File: config.mk
export PLATFORM = sky130hd
export DESIGN_NAME = request_scheduler
export DESIGN_NICKNAME = d
export VERILOG_FILES = /design/src/rtl/elev_pkg.sv /design/src/rtl/floor_search.sv /design/src/rtl/request_scheduler.sv
export SDC_FILE = /design/constraint.sdc
export NUM_CORES = 1
export LEC_CHECK = 0
export CORE_ASPECT_RATIO = 0.9
export CORE_MARGIN = 3
export CORE_UTILIZATION = 45
export CTS_BUF_LIST = sky130_fd_sc_hd__clkbuf_4 sky130_fd_sc_hd__clkbuf_8 sky130_fd_sc_hd__clkbuf_16
export CTS_CLUSTER_DIAMETER = 40
export DETAILED_ROUTE_END_ITERATION = 7
export PLACE_DENSITY = 0.86
export SYNTH_ARGS = -nofsm -noshare
export SYNTH_HDL_FRONTEND = slang
export SYNTH_SLANG_ARGS = --single-unit
File: constraint.sdc
create_clock -name clk -period 3.3 [get_ports clk]
set_clock_uncertainty 0.05 [all_clocks]
set_input_delay 0.495 -clock clk [delete_from_list [all_inputs] [get_ports clk]]
set_output_delay 0.495 -clock clk [all_outputs]
set_load 0.02 [all_outputs]
File: src/rtl/elev_pkg.sv
// Shared encodings for the elevator control path: car controller states,
// sweep directions and the floor index width.
package elev_pkg;

    localparam int FLOOR_W = 3;

    typedef enum logic [1:0] {
        ST_OPEN = 2'd0,
        ST_STOP = 2'd1,
        ST_UP   = 2'd2,
        ST_DOWN = 2'd3
    } car_state_t;

    typedef enum logic [1:0] {
        DIR_IDLE = 2'd0,
        DIR_UP   = 2'd1,
        DIR_DOWN = 2'd2
    } dir_t;

endpackage

File: src/rtl/floor_search.sv
// Combinational search of a request vector relative to the current floor:
// nearest and farthest requesting floors above and below.
module floor_search
    import elev_pkg::*;
#(
    parameter int NUM_FLOORS = 5
) (
    input  logic [NUM_FLOORS-1:0] req,
    input  logic [FLOOR_W-1:0]    location,
    output logic [FLOOR_W-1:0]    lo_above,
    output logic                  lo_above_found,
    output logic [FLOOR_W-1:0]    hi_above,
    output logic                  hi_above_found,
    output logic [FLOOR_W-1:0]    hi_below,
    output logic                  hi_below_found,
    output logic [FLOOR_W-1:0]    lo_below,
    output logic                  lo_below_found
);

    // Ascending scan: "lo" outputs latch the first hit, "hi" outputs the last.
    always_comb begin
        lo_above       = '0;
        lo_above_found = 1'b0;
        hi_above       = '0;
        hi_above_found = 1'b0;
        hi_below       = '0;
        hi_below_found = 1'b0;
        lo_below       = '0;
        lo_below_found = 1'b0;
        for (int f = 1; f <= NUM_FLOORS; f++) begin
            if (req[f-1] && (FLOOR_W'(f) > location)) begin
                if (!lo_above_found) begin
                    lo_above       = FLOOR_W'(f);
                    lo_above_found = 1'b1;
                end
                hi_above       = FLOOR_W'(f);
                hi_above_found = 1'b1;
            end
            if (req[f-1] && (FLOOR_W'(f) < location)) begin
                if (!lo_below_found) begin
                    lo_below       = FLOOR_W'(f);
                    lo_below_found = 1'b1;
                end
                hi_below       = FLOOR_W'(f);
                hi_below_found = 1'b1;
            end
        end
    end

endmodule

File: src/rtl/request_scheduler.sv
// LOOK request scheduler: latches car/hall calls, tracks the sweep direction
// and selects the destination floor handed to the car controller.
module request_scheduler
    import elev_pkg::*;
#(
    parameter int NUM_FLOORS = 5
) (
    input  logic                  clk,
    input  logic                  resetn,
    input  logic                  enable,
    input  logic [NUM_FLOORS-1:0] car_btn,
    input  logic [NUM_FLOORS-1:0] hall_up,
    input  logic [NUM_FLOORS-1:0] hall_dn,
    input  logic [FLOOR_W-1:0]    location,
    input  logic [1:0]            car_state,
    output logic [FLOOR_W-1:0]    dest,
    output logic [1:0]            dir,
    output logic [NUM_FLOORS-1:0] car_lamp,
    output logic [NUM_FLOORS-1:0] up_lamp,
    output logic [NUM_FLOORS-1:0] dn_lamp,
    output logic                  pending
);

    // No up call exists at the top floor, no down call at the bottom floor.
    localparam logic [NUM_FLOORS-1:0] UP_MASK = {1'b0, {(NUM_FLOORS-1){1'b1}}};
    localparam logic [NUM_FLOORS-1:0] DN_MASK = {{(NUM_FLOORS-1){1'b1}}, 1'b0};

    dir_t                  dir_q, dir_d;
    logic [FLOOR_W-1:0]    dest_q, dest_d;
    logic [NUM_FLOORS-1:0] all_req, at_loc;
    logic [NUM_FLOORS-1:0] car_clr, up_clr, dn_clr;
    logic                  loc_valid, here, any_above, any_below, near_up;

    logic [FLOOR_W-1:0] a_lo_above, a_hi_above, a_hi_below, a_lo_below;
    logic               a_hi_above_found, a_lo_below_found;
    logic [FLOOR_W-1:0] u_lo_above, u_hi_above, u_hi_below, u_lo_below;
    logic               u_lo_above_found, u_hi_above_found, u_hi_below_found, u_lo_below_found;
    logic [FLOOR_W-1:0] d_lo_above, d_hi_above, d_hi_below, d_lo_below;
    logic               d_lo_above_found, d_hi_above_found, d_hi_below_found, d_lo_below_found;
    logic               unused_search;

    assign all_req   = car_lamp | up_lamp | dn_lamp;
    assign pending   = |all_req;
    assign loc_valid = (location != '0) && (location <= FLOOR_W'(NUM_FLOORS));

    always_comb begin
        at_loc = '0;
        for (int f = 0; f < NUM_FLOORS; f++) begin
            at_loc[f] = (location == FLOOR_W'(f + 1));
        end
    end

    assign here = |(all_req & at_loc);

    floor_search #(.NUM_FLOORS(NUM_FLOORS)) u_search_all (
        .req            (all_req),
        .location       (location),
        .lo_above       (a_lo_above),
        .lo_above_found (any_above),
        .hi_above       (a_hi_above),
        .hi_above_found (a_hi_above_found),
        .hi_below       (a_hi_below),
        .hi_below_found (any_below),
        .lo_below       (a_lo_below),
        .lo_below_found (a_lo_below_found)
    );

    // Stops that suit an upward sweep: car calls and up calls.
    floor_search #(.NUM_FLOORS(NUM_FLOORS)) u_search_up (
        .req            (car_lamp | up_lamp),
        .location       (location),
        .lo_above       (u_lo_above),
        .lo_above_found (u_lo_above_found),
        .hi_above       (u_hi_above),
        .hi_above_found (u_hi_above_found),
        .hi_below       (u_hi_below),
        .hi_below_found (u_hi_below_found),
        .lo_below       (u_lo_below),
        .lo_below_found (u_lo_below_found)
    );

    floor_search #(.NUM_FLOORS(NUM_FLOORS)) u_search_dn (
        .req            (car_lamp | dn_lamp),
        .location       (location),
        .lo_above       (d_lo_above),
        .lo_above_found (d_lo_above_found),
        .hi_above       (d_hi_above),
        .hi_above_found (d_hi_above_found),
        .hi_below       (d_hi_below),
        .hi_below_found (d_hi_below_found),
        .lo_below       (d_lo_below),
        .lo_below_found (d_lo_below_found)
    );

    assign unused_search = ^{u_hi_above, u_hi_above_found, u_hi_below, u_hi_below_found,
                             u_lo_below, u_lo_below_found, d_lo_above, d_lo_above_found,
                             d_hi_above, d_hi_above_found, d_lo_below, d_lo_below_found};

    // Ties between equally distant floors resolve upward.
    assign near_up = any_above &&
                     (!any_below || ((a_lo_above - location) <= (location - a_hi_below)));

    // A hall call for the opposite direction is served too when the sweep ends here.
    always_comb begin
        car_clr = '0;
        up_clr  = '0;
        dn_clr  = '0;
        if (car_state == ST_OPEN) begin
            car_clr = at_loc;
            case (dir_q)
                DIR_UP: begin
                    up_clr = at_loc;
                    if (!any_above) dn_clr = at_loc;
                end
                DIR_DOWN: begin
                    dn_clr = at_loc;
                    if (!any_below) up_clr = at_loc;
                end
                default: begin
                    up_clr = at_loc;
                    dn_clr = at_loc;
                end
            endcase
        end
    end

    always_comb begin
        dir_d = dir_q;
        if (loc_valid && ((car_state == ST_OPEN) || (car_state == ST_STOP))) begin
            case (dir_q)
                DIR_IDLE: begin
                    if (!here) begin
                        if (near_up)        dir_d = DIR_UP;
                        else if (any_below) dir_d = DIR_DOWN;
                    end
                end
                DIR_UP: begin
                    if (any_above)      dir_d = DIR_UP;
                    else if (any_below) dir_d = DIR_DOWN;
                    else                dir_d = DIR_IDLE;
                end
                DIR_DOWN: begin
                    if (any_below)      dir_d = DIR_DOWN;
                    else if (any_above) dir_d = DIR_UP;
                    else                dir_d = DIR_IDLE;
                end
                default: dir_d = DIR_IDLE;
            endcase
        end
    end

    always_comb begin
        dest_d = dest_q;
        if (loc_valid) begin
            if (!pending) begin
                dest_d = location;
            end else begin
                case (dir_q)
                    DIR_UP: begin
                        if (u_lo_above_found)      dest_d = u_lo_above;
                        else if (a_hi_above_found) dest_d = a_hi_above;
                        else                       dest_d = location;
                    end
                    DIR_DOWN: begin
                        if (d_hi_below_found)      dest_d = d_hi_below;
                        else if (a_lo_below_found) dest_d = a_lo_below;
                        else                       dest_d = location;
                    end
                    default: begin
                        if (here)           dest_d = location;
                        else if (near_up)   dest_d = a_lo_above;
                        else if (any_below) dest_d = a_hi_below;
                        else                dest_d = location;
                    end
                endcase
            end
        end
    end

    always_ff @(posedge clk or negedge resetn) begin
        if (!resetn) begin
            car_lamp <= '0;
            up_lamp  <= '0;
            dn_lamp  <= '0;
            dir_q    <= DIR_IDLE;
            dest_q   <= FLOOR_W'(1);
        end else if (enable) begin
            car_lamp <= (car_lamp | car_btn) & ~car_clr;
            up_lamp  <= (up_lamp | (hall_up & UP_MASK)) & ~up_clr;
            dn_lamp  <= (dn_lamp | (hall_dn & DN_MASK)) & ~dn_clr;
            dir_q    <= dir_d;
            dest_q   <= dest_d;
        end
    end

    assign dest = dest_q;
    assign dir  = dir_q;

endmodule

==> key figures, run 1 <==
Status
  • Outcome: finished with violations
  • Failing checks: setup timing

Route
  • Remaining routing DRC violations: 0
  • Routed wire length: 6750 µm
  • Via count: approximately 2300
  • Wire length per cell: about 18 µm
  • First DRT Iteration DRCs: 223
  • Number of search-and-repair iterations in the first detailed-routing pass: 5
  • Remaining antenna violation count: 0
  • Routed via count divided by cell count: between 6 and 7

Timing
  • Peak Freq: approximately 300 MHz
  • Final worst-path setup slack: -0.0143 ns
  • Measured slew at the worst slew-check pin: 0.973 ns
  • Time the worst path needs with I/O delays and setup: 3.31 ns
  • Hold Worst Slack: 0.571 ns
  • Setup repair after global routing missed its margin: true
  • Max transition margin: a little over a third
  • Final-report hold violation count: 0
  • Final count of pins violating max slew: 0
  • Total of endpoints with negative setup slack in the final report: 2
  • Share of the clock period used by the worst path after layout: 100%

Logic synthesis
  • Sequential fraction of the synthesis area: 27.9%
  • Number of register bits inferred by synthesis: 20
  • Distinct cell type count after synthesis: 58
  • Post-Syn Area per Cell: between 7 and 8 µm²
  • Yosys warning count: 0
  • Most numerous cell in the Yosys netlist: sky130_fd_sc_hd__a21oi_1
  • Area share of the leading cell type in the synthesized netlist: 26.5%
  • Main synth FF type: sky130_fd_sc_hd__dfrtp_1
  • Yosys top cell by area: sky130_fd_sc_hd__dfrtp_1
  • Count of mapped cells out of synthesis: 226
  • Number of enable-type register cells in the synthesized netlist: 0
  • Commonest cells in the synthesized netlist: sky130_fd_sc_hd__a21oi_1 (31), sky130_fd_sc_hd__nor2_1 (25), sky130_fd_sc_hd__dfrtp_1 (19), sky130_fd_sc_hd__nand2_1 (16), sky130_fd_sc_hd__o21ai_0 (16)
  • Syn Nets: 260
  • Cell types with the largest area share after synthesis: sky130_fd_sc_hd__dfrtp_1 (26%), sky130_fd_sc_hd__a21oi_1 (8.6%), sky130_fd_sc_hd__ha_1 (6.3%)
  • Async S/R FF share, synth: 100%
  • Netlist Area Pre-Place: roughly 0.0018 mm²

Power
  • NetSw: 535 µW
  • Internal power contribution: 828 µW
  • Leak: 0.00121 µW
  • Fraction of power consumed by sequential logic: 23.5%
  • Switching share of power: about 40%
  • PD cells: 466 mW/mm²
  • Part of the power in the clock network: 18.7%
  • Logic gate share of total power: ~58%
  • Peak ir drop on the vdd network: 0.407 mV

Die
  • Die Width: 72.6 µm
  • Vertical die dimension: 65.9 µm
  • Area of the placeable core: 0.00378 mm²
  • I/O Pins: 44
  • Initial Util: 47.5%
  • Placement Rows: 21
  • Total die area: 0.00479 mm²

Placement
  • Placement Setup Slack: -0.604 ns
  • Instance area at placement: 0.00269 mm²
  • Detailed placer's ending HPWL: 5190 µm
  • Number of placed cells counting well taps: approximately 360
  • Routability Congestion: ~0.97
  • Count of buffers from port buffering: 41

Cells and area
  • Final non-filler cell area: 0.00293 mm²
  • Filler cell count: 290
  • Sequential cell area in the final layout: 502 µm²
  • Fin util: between 70% and 80%
  • Area of the multi-input gates: 0.00138 mm²
  • Final standard cell count with taps included and fillers excluded: approximately 370
  • Ant. Diodes: 0
  • Final net count: 360
  • Synthesis-to-finish area growth: 62.9%
  • Layout cells sized above 1: 32.6%

GRT
  • Vias in the first global route: 2286
  • Met3 Track Usage GR: 4.71%
  • Gr ovfl total: 0
  • Total global routing track utilization: 29.3%
  • Global-route wire length before repair: 10900 µm
  • Most used routing layer: met2
  • Global routing met1 resource utilization: 40.7%
  • Maximum number of pins on one net before global-route repair: 21
  • Number of antenna violations at the first check in global routing: 0
  • Met2 Use GR: a little under half

Setup path
  • Arrival time of the worst setup path: roughly 3.4 ns
  • CP Launch Type: flop
  • Kind of critical path: reg2reg
  • Required time of the critical path: 3.40 ns
  • Critical path endpoint category: flop
  • Critical path fanouts, max: 5

Clock tree
  • Number of buffers inserted by hold repair at cts: 0
  • TritonCTS clock tree: yes
  • Skew-Pair Late Insertion Delay: 0.27 ns
  • Post-CTS clock slew at the launch and capture registers of the worst setup and hold paths: 0.09 ns
  • Clock Sink Count: 20
  • CTS Buffer Depth: 2
  • Clock root buffer: sky130_fd_sc_hd__clkbuf_8
  • Inserted Clock Buffers: 3
  • H-tree Lvls: 1

Flow run
  • Max_cap viols: 0

Hold path
  • Class of the most critical hold timing path: reg2reg
-- power groups by stage --
stage	logic [µW]	clock network [µW]	registers, µW
CTS	767	257	319
global route	848	266	323
detailed placement	723	0	324
floorplan	384	0	373
global placement	705	0	319
finish	788	255	320
-- final cells by class --
type,count,share of cell area [%]
Clock inverter,1,1.03
Sequential cell,20,17.1
Clock buffer,3,1.41
Tap cell,46,1.97
Inverter,10,1.28
Multi-Input combinational cell,188,47.0
Timing Repair Buffer,103,30.1
-- critical path, stage by stage (launching register included) --
cell	delay, ns
sky130_fd_sc_hd__dfrtp_1	0.40
sky130_fd_sc_hd__buf_6	0.13
sky130_fd_sc_hd__or3_4	0.40
sky130_fd_sc_hd__nand2_4	0.08
sky130_fd_sc_hd__o21ai_2	0.05
sky130_fd_sc_hd__a21oi_2	0.17
sky130_fd_sc_hd__ha_2	0.21
sky130_fd_sc_hd__fa_2	0.44
sky130_fd_sc_hd__inv_2	0.07
sky130_fd_sc_hd__ha_4	0.19
sky130_fd_sc_hd__nor2b_4	0.12
sky130_fd_sc_hd__o21ai_2	0.12
sky130_fd_sc_hd__a32oi_2	0.09
sky130_fd_sc_hd__a22o_1	0.24
sky130_fd_sc_hd__buf_6	0.14
sky130_fd_sc_hd__a221oi_2	0.22
sky130_fd_sc_hd__o21ai_1	0.08
-- layout by cell type, fill, tap and decap left out, types with 3 or more instances in the layout --
cell                               n
sky130_fd_sc_hd__clkdlybuf4s50_1  38
sky130_fd_sc_hd__a21o_1            3
sky130_fd_sc_hd__buf_4            58
sky130_fd_sc_hd__nand3_1           4
sky130_fd_sc_hd__o211a_1           3
sky130_fd_sc_hd__buf_6             4
sky130_fd_sc_hd__nand2_1          15
sky130_fd_sc_hd__dfrtp_1          19
sky130_fd_sc_hd__clkbuf_8          3
sky130_fd_sc_hd__inv_1             9
sky130_fd_sc_hd__nor2_1           24
sky130_fd_sc_hd__a211oi_1          4
sky130_fd_sc_hd__o21ai_1           3
sky130_fd_sc_hd__or2_2             3
sky130_fd_sc_hd__o21ai_0          12
sky130_fd_sc_hd__a41oi_1           3
sky130_fd_sc_hd__and3_1            4
sky130_fd_sc_hd__mux2i_1           3
sky130_fd_sc_hd__ha_1              7
sky130_fd_sc_hd__a21oi_1          27
sky130_fd_sc_hd__a21oi_2           5
sky130_fd_sc_hd__nor3_1            6
sky130_fd_sc_hd__nor2b_1           3
sky130_fd_sc_hd__a21boi_0          4
sky130_fd_sc_hd__o21ai_2           3
sky130_fd_sc_hd__or3_4             5
-- path summary, 6_finish.rpt --
path | to | from | slack, ns | cells after the start
setup / recovery | dest[2] | car_lamp[4] | -0.01 | 16
hold / removal | dest[1] | dest[1] | 0.57 | 2
setup reg to reg | dest[2] | car_lamp[4] | -0.01 | 16
hold reg to reg | dest[1] | dest[1] | 0.57 | 2
max in group asynchronous | up_lamp[4] | resetn | 1.90 | 1
min in group asynchronous | car_lamp[2] | resetn | 0.71 | 1
-- flip-flops by register name, indices dropped and copies added (netlist names) --
signal    flops
car_lamp      5
dest          3
dir           2
dn_lamp       5
up_lamp       5
-- per-stage QoR --
step	power, µW	setup TNS (ns)
4_1_cts	1340	-0.0776
6_report	1360	-0.0236
2_1_floorplan	756	-0.179
3_3_place_gp	1020	-2.34
3_5_place_dp	1050	-2.78
5_1_grt	1440	-0.485
-- repair_timing --
item,CTS,global route
gates cloned,0,0
gates resized for setup,25,9
buffers inserted,8,2
endpoints found under the setup margin,5,5
hold endpoints to repair,0,0
pin swaps,10,15
-- per-layer routing --
metal  share of wire (%)  wire length (µm)
met3                 7.7               518
met1                  44              2980
met4                 1.5                99
met2                  47              3150
met5                   0                 0
-- logic make-up (layout without fill, tap and decap cells) --
logic type,Yosys count,in the layout,share of synthesized area [%]
adders and majority gates,11,11,8.50
AOI/OAI and AO/OA,94,94,34.7
muxes,4,4,2.30
DFF,20,20,27.9
buffers and inverters,18,117,3.97
xor gates and xnor gates,3,3,1.46
and+or+nand+nor,76,76,21.2
Power figures use the tool's default switching activity.
==> run 2: changes to the inputs <==
- clock period: 3.3 -> 3 ns (I/O delays scaled with it)
==> key figures, run 2 (synthesized netlist as in run 1, its figures left out) <==
Cells and area
  • Synthesis-to-finish area growth: 65.9%
  • Ant. Diodes: 0 (unchanged)
  • Final standard cell count with taps included and fillers excluded: 376 (+1.3%)
  • Fin util: 78.8% (+1.4 points)
  • Final non-filler cell area: 0.00298 mm² (+1.8%)
  • Final net count: 365 (+1.4%)
  • Regs by FF count: car_lamp: 5 flops, dn_lamp: 5 flops, up_lamp: 5 flops
  • Commonest non-fill, non-tap cells in the layout: sky130_fd_sc_hd__buf_4 (63), sky130_fd_sc_hd__clkdlybuf4s50_1 (38), sky130_fd_sc_hd__a21oi_1 (27), sky130_fd_sc_hd__nor2_1 (22), sky130_fd_sc_hd__dfrtp_1 (19)
  • Layout cells sized above 1: 34.5% (+1.9 points)
  • Most frequent standard cell in the layout excluding fill and tap cells: sky130_fd_sc_hd__buf_4

Clock tree
  • Post-CTS clock slew at the launch and capture registers of the worst setup and hold paths: 0.08 ns (about the same)
  • Clock root buffer: sky130_fd_sc_hd__clkbuf_8
  • H-tree Lvls: 1 (unchanged)
  • TritonCTS clock tree: yes
  • Clock Sink Count: 20 (unchanged)
  • CTS Buffer Depth: 2 (unchanged)
  • Inserted Clock Buffers: 3 (unchanged)
  • Skew-Pair Late Insertion Delay: 0.27 ns (about the same)

Setup path
  • Kind of critical path: reg2reg
  • Critical path fanouts, max: 3 (-2)
  • Cell chain of the critical path: buf_6 > or3_4 > nand2_4 > o21ai_2 > a21oi_2 > ha_2 > fa_2 > inv_2 > ha_4 > nor2b_4 > o21ai_2 > a32oi_2 > a22o_1 > buf_6 > a221oi_2 > o21ai_1
  • Reg2reg end: dest[2]
  • Critical path endpoint category: flop
  • Worst setup path start: car_lamp[4]
  • Arrival time of the worst setup path: 3.42 ns (about the same)
  • Required time of the critical path: 3.10 ns (-0.30 ns)
  • Cell with the largest stage delay on the worst path: sky130_fd_sc_hd__fa_2
  • Slack of the worst reg-to-reg path: -0.32 ns (-0.31 ns)
  • CP Launch Type: flop
  • Worst path max stage delay: 0.44 ns (about the same)
  • Worst flop-to-flop path startpoint: car_lamp[4]
  • Logic depth of the worst register-to-register path: 16 (unchanged)

GRT
  • Total global routing track utilization: 30.2% (+0.83 points)
  • Global-route wire length before repair: 11000 µm (+1.3%)
  • Vias in the first global route: 2296 (+0.44%)
  • Gr ovfl total: 0 (unchanged)
  • Number of antenna violations at the first check in global routing: 0 (unchanged)
  • Maximum number of pins on one net before global-route repair: 21 (unchanged)

Placement
  • Detailed placer's ending HPWL: 5120 µm (-1.3%)
  • Instance area at placement: 0.00275 mm² (+2.0%)
  • Count of buffers from port buffering: 41 (unchanged)
  • Number of placed cells counting well taps: 365 (+2.0%)
  • Routability Congestion: 0.934 (-3.3%)

Timing
  • Max transition margin: 37.5% (+2.5 points)
  • Final count of pins violating max slew: 0 (unchanged)
  • Peak Freq: 301 MHz (-0.26%)
  • Time the worst path needs with I/O delays and setup: 3.32 ns (+0.00874 ns)
  • Final worst-path setup slack: -0.323 ns (-0.309 ns)
  • Measured slew at the worst slew-check pin: 0.935 ns (-0.0377 ns)
  • Final-report hold violation count: 0 (unchanged)
  • Total of endpoints with negative setup slack in the final report: 5 (+3)
  • Share of the clock period used by the worst path after layout: 111% (+10 points)
  • Setup repair after global routing missed its margin: true

Flow run
  • Max_cap viols: 0 (unchanged)

Power
  • Pwr Total: 1500 µW (+9.8%)
  • PD cells: 502 mW/mm² (+7.8%)
  • Leak: 0.00125 µW (+3.3%)
  • Peak ir drop on the vdd network: 0.497 mV (+22%)

Hold path
  • End point of the most critical hold path: dest[1]
  • Class of the most critical hold timing path: reg2reg
  • Cell depth of the worst hold path: 2 (unchanged)
  • Min-Delay Startpoint: dest[1]

Route
  • Remaining antenna violation count: 0 (unchanged)
  • Routed via count divided by cell count: 5.97 (-2.0%)
  • Wire length per cell: 18.2 µm (about the same)
  • Remaining routing DRC violations: 0 (unchanged)
  • Routed wire length: 6850 µm (+1.4%)
  • Number of search-and-repair iterations in the first detailed-routing pass: 5 (unchanged)
  • First DRT Iteration DRCs: 268 (+20%)
  • Via count: 2244 (-0.71%)

Die
  • Placement Rows: 21 (unchanged)
  • Die Width: 72.6 µm (unchanged)
  • Total die area: 0.00479 mm² (unchanged)
  • Initial Util: 47.5% (unchanged)
  • I/O Pins: 44 (unchanged)
  • Vertical die dimension: 65.9 µm (unchanged)
  • Area of the placeable core: 0.00378 mm² (unchanged)

Status
  • Outcome: finished with violations
  • Failing checks: setup timing
run 2: area by class of cell:
cell class              instances  area (µm²)
inverters                      10        37.5
well taps                      46        57.6
repair buffers                108         922
flip-flops and latches         20         502
fillers                       270         803
clock inverters                 1        30.0
multi-input cells             188        1390
clock buffers                   3        41.3
run 2: worst max path at each step:
stage              end  cells after the start
3_5_place_dp   dest[0]                     15
4_1_cts        dest[2]                     16
6_report       dest[2]                     16
3_3_place_gp   dest[0]                     15
5_1_grt        dest[2]                     16
2_1_floorplan  dest[0]                     15
run 2: layer usage:
layer	track usage, %	up-vias	part of all wire (%)	routed length [µm]
li1	-	1060	-	-
met5	0	-	0	0
met1	40.7	1061	43	2950
met2	50.5	112	47	3230
met3	3.65	11	8.1	554
met4	8.76	0	1.7	114
run 2: repair_timing:
item                                    CTS  global route
setup buffers                             6             1
gates resized for setup                  23            11
endpoints found under the hold margin     0             0
hold buffers                              0             0
pin swaps                                19            10
gates cloned                              0             0
endpoints found under the setup margin    5             6
run 2: report_power, final:
part	switching [µW]	internal (µW)	leakage [µW]	total, µW
registers	36.1	316	0.000204	352
clock network	99.9	179	0.0000357	278
logic	445	420	0.00101	866
total	581	915	0.00125	1500
run 2: worst max-delay path, delay by kind of cell (launching register included):
| family | cells | cell delay (ns) |
|---|---|---|
| AOI/OAI and AO/OA | 7 | 0.96 |
| adders and majority gates | 3 | 0.84 |
| and+or+nand+nor | 3 | 0.59 |
| DFF | 1 | 0.42 |
| buffers and inverters | 3 | 0.34 |
run 2: per-stage QoR:
step	TNS, ns	hold slack [ns]	setup WS [ns]
6_report	-1.34	0.484	-0.323
5_1_grt	-1.98	0.498	-0.466
4_1_cts	-1.38	0.486	-0.364
3_5_place_dp	-4.09	0.457	-0.880
3_3_place_gp	-3.51	0.458	-0.776
2_1_floorplan	-1.24	0.104	-0.431
==> run 3: changes to the inputs <==
- PLACE_DENSITY: 0.86 -> 0.77
==> key figures, run 3 (synthesized netlist as in run 1, its figures left out) <==
Status
  • Outcome: finished with violations
  • Failing checks: setup timing

Cells and area
  • Filler cell count: 276 (+2.2%)
  • Ant. Diodes: 0 (unchanged)
  • Area of the multi-input gates: 0.00139 mm² (-0.27%)
  • Layout cells sized above 1: 33.3% (-1.2 points)
  • Final net count: 362 (-0.82%)
  • Synthesis-to-finish area growth: 64.6%
  • Regs by FF count: car_lamp: 5 flops, dn_lamp: 5 flops, up_lamp: 5 flops
  • Most frequent standard cell in the layout excluding fill and tap cells: sky130_fd_sc_hd__buf_4
  • Sequential cell area in the final layout: 502 µm² (unchanged)
  • Commonest non-fill, non-tap cells in the layout: sky130_fd_sc_hd__buf_4 (57), sky130_fd_sc_hd__clkdlybuf4s50_1 (38), sky130_fd_sc_hd__a21oi_1 (28), sky130_fd_sc_hd__nor2_1 (24), sky130_fd_sc_hd__dfrtp_1 (19)

Power
  • Peak ir drop on the vdd network: 0.329 mV (-34%)
  • PD cells: 492 mW/mm² (-2.1%)
  • Leak: 0.00124 µW (-0.91%)
  • Pwr Total: 1450 µW (-2.9%)

GRT
  • Most used routing layer: met2
  • Met3 Track Usage GR: 6.69% (+3.0 points)
  • Total global routing track utilization: 30.0% (-0.14 points)
  • Number of antenna violations at the first check in global routing: 0 (unchanged)
  • Gr ovfl total: 0 (unchanged)
  • Met2 Use GR: 50.1% (-0.34 points)
  • Global routing met1 resource utilization: 38.3% (-2.4 points)
  • Maximum number of pins on one net before global-route repair: 21 (unchanged)
  • Vias in the first global route: 2300 (+0.17%)
  • Global-route wire length before repair: 11000 µm (about the same)

Die
  • Placement Rows: 21 (unchanged)
  • Total die area: 0.00479 mm² (unchanged)
  • I/O Pins: 44 (unchanged)
  • Die Width: 72.6 µm (unchanged)
  • Area of the placeable core: 0.00378 mm² (unchanged)
  • Initial Util: 47.5% (unchanged)
  • Vertical die dimension: 65.9 µm (unchanged)

Setup path
  • Cell with the largest stage delay on the worst path: sky130_fd_sc_hd__fa_2
  • Arrival time of the worst setup path: 3.50 ns (+0.08 ns)
  • Kind of critical path: reg2reg
  • Logic depth of the worst register-to-register path: 15 (-1)
  • Worst path max stage delay: 0.43 ns (about the same)
  • Critical path fanouts, max: 4 (+1)
  • Cell chain of the critical path: buf_6 > or3_4 > nand2_4 > o21ai_2 > a21oi_2 > ha_2 > fa_2 > inv_2 > ha_4 > nor2b_4 > o21ai_2 > a32oi_2 > a22o_4 > mux2_4 > a22oi_2
  • Most common cell on crit path: sky130_fd_sc_hd__o21ai_2
  • Slack of the worst reg-to-reg path: -0.35 ns (-0.02 ns)
  • Critical path endpoint category: flop
  • CP Launch Type: flop
  • Required time of the critical path: 3.15 ns (+0.05 ns)

Timing
  • Time the worst path needs with I/O delays and setup: 3.35 ns (+0.0224 ns)
  • Total of endpoints with negative setup slack in the final report: 5 (unchanged)
  • Measured slew at the worst slew-check pin: 0.965 ns (+0.0303 ns)
  • Setup repair after global routing missed its margin: true
  • Peak Freq: 299 MHz (-0.67%)
  • Final-report hold violation count: 0 (unchanged)
  • Final worst-path setup slack: -0.345 ns (-0.0224 ns)
  • Share of the clock period used by the worst path after layout: 112% (+0.75 points)
  • Max transition margin: 35.4% (-2.0 points)
  • Final-layout setup total negative slack: -1.48 ns (-0.140 ns)
  • Final count of pins violating max slew: 0 (unchanged)

Route
  • Routed wire length: 6970 µm (+1.8%)
  • Via count: 2276 (+1.4%)
  • Routed via count divided by cell count: 6.10 (+2.2%)
  • Number of search-and-repair iterations in the first detailed-routing pass: 5 (unchanged)
  • Remaining routing DRC violations: 0 (unchanged)
  • First DRT Iteration DRCs: 236 (-12%)
  • Wire length per cell: 18.7 µm (+2.6%)
  • Remaining antenna violation count: 0 (unchanged)

Placement
  • Count of buffers from port buffering: 41 (unchanged)
  • Routability Congestion: 0.964 (+3.2%)
  • Placement Setup Slack: -0.844 ns (+0.0366 ns)
  • Detailed placer's ending HPWL: 5050 µm (-1.3%)

Clock tree
  • TritonCTS clock tree: yes
  • Inserted Clock Buffers: 3 (unchanged)
  • Post-CTS clock slew at the launch and capture registers of the worst setup and hold paths: 0.08 ns (about the same)
  • H-tree Lvls: 1 (unchanged)
  • Clock Sink Count: 20 (unchanged)
  • Skew-Pair Late Insertion Delay: 0.27 ns (about the same)
  • Clock root buffer: sky130_fd_sc_hd__clkbuf_8
  • Number of buffers inserted by hold repair at cts: 0 (unchanged)
  • CTS Buffer Depth: 2 (unchanged)

Hold path
  • Cell depth of the worst hold path: 2 (unchanged)
  • Class of the most critical hold timing path: reg2reg

Flow run
  • Max_cap viols: 0 (unchanged)
-- run 3: per-layer routing --
metal / routed length, µm / share of wire (%) / up-vias
met4: 129 / 1.9 / 0
met1: 2910 / 42 / 1069
met2: 3350 / 48 / 130
met5: 0 / 0 / -
li1: - / - / 1059
met3: 582 / 8.4 / 18
-- run 3: path summary, 6_finish.rpt --
path / start / to
setup / recovery: up_lamp[4] / dest[0]
hold / removal: dest[1] / dest[1]
setup reg to reg: up_lamp[4] / dest[0]
hold reg to reg: dest[1] / dest[1]
max in group asynchronous: resetn / dn_lamp[1]
min in group asynchronous: resetn / dest[1]
-- run 3: worst max-delay path: cells and delay by family, from the launching register on --
| family | cells | cell delay (ns) |
|---|---|---|
| flip-flops | 1 | 0.41 |
| buffers and inverters | 2 | 0.20 |
| adder cells (fa/ha/maj) | 3 | 0.81 |
| multiplexers | 1 | 0.30 |
| AND/OR/NAND/NOR | 3 | 0.62 |
| AO/OA/AOI/OAI | 6 | 0.86 |
-- run 3: final cells by class --
type | instances | share of cell area [%]
multi-input cells | 188 | 46.9
repair buffers | 105 | 31.1
flip-flops and latches | 20 | 17.0
well taps | 46 | 1.95
clock buffers | 4 | 1.86
inverters | 10 | 1.27
-- run 3: report_power, final --
| group | leakage [µW] | internal [µW] | switching [µW] |
|---|---|---|---|
| Clock | 0.0000288 | 117 | 99.0 |
| Sequential | 0.000204 | 316 | 33.2 |
| Combinational | 0.00101 | 427 | 461 |
| Total | 0.00124 | 860 | 593 |
-- run 3: per-stage QoR --
stage,std cells,util [%],area (µm²),hold slack (ns)
floorplan,226,-,1910,0.104
global placement,361,71.8,2720,0.458
detailed placement,361,71.8,2720,0.453
CTS,369,75.5,2860,0.475
global route,373,78.1,2960,0.559
finish,373,78.1,2960,0.490
-- run 3: what timing repair did --
action / CTS / global route
endpoints found under the setup margin: 5 / 5
gates resized for setup: 20 / 17
buffers inserted: 4 / 4
pin swaps: 9 / 13
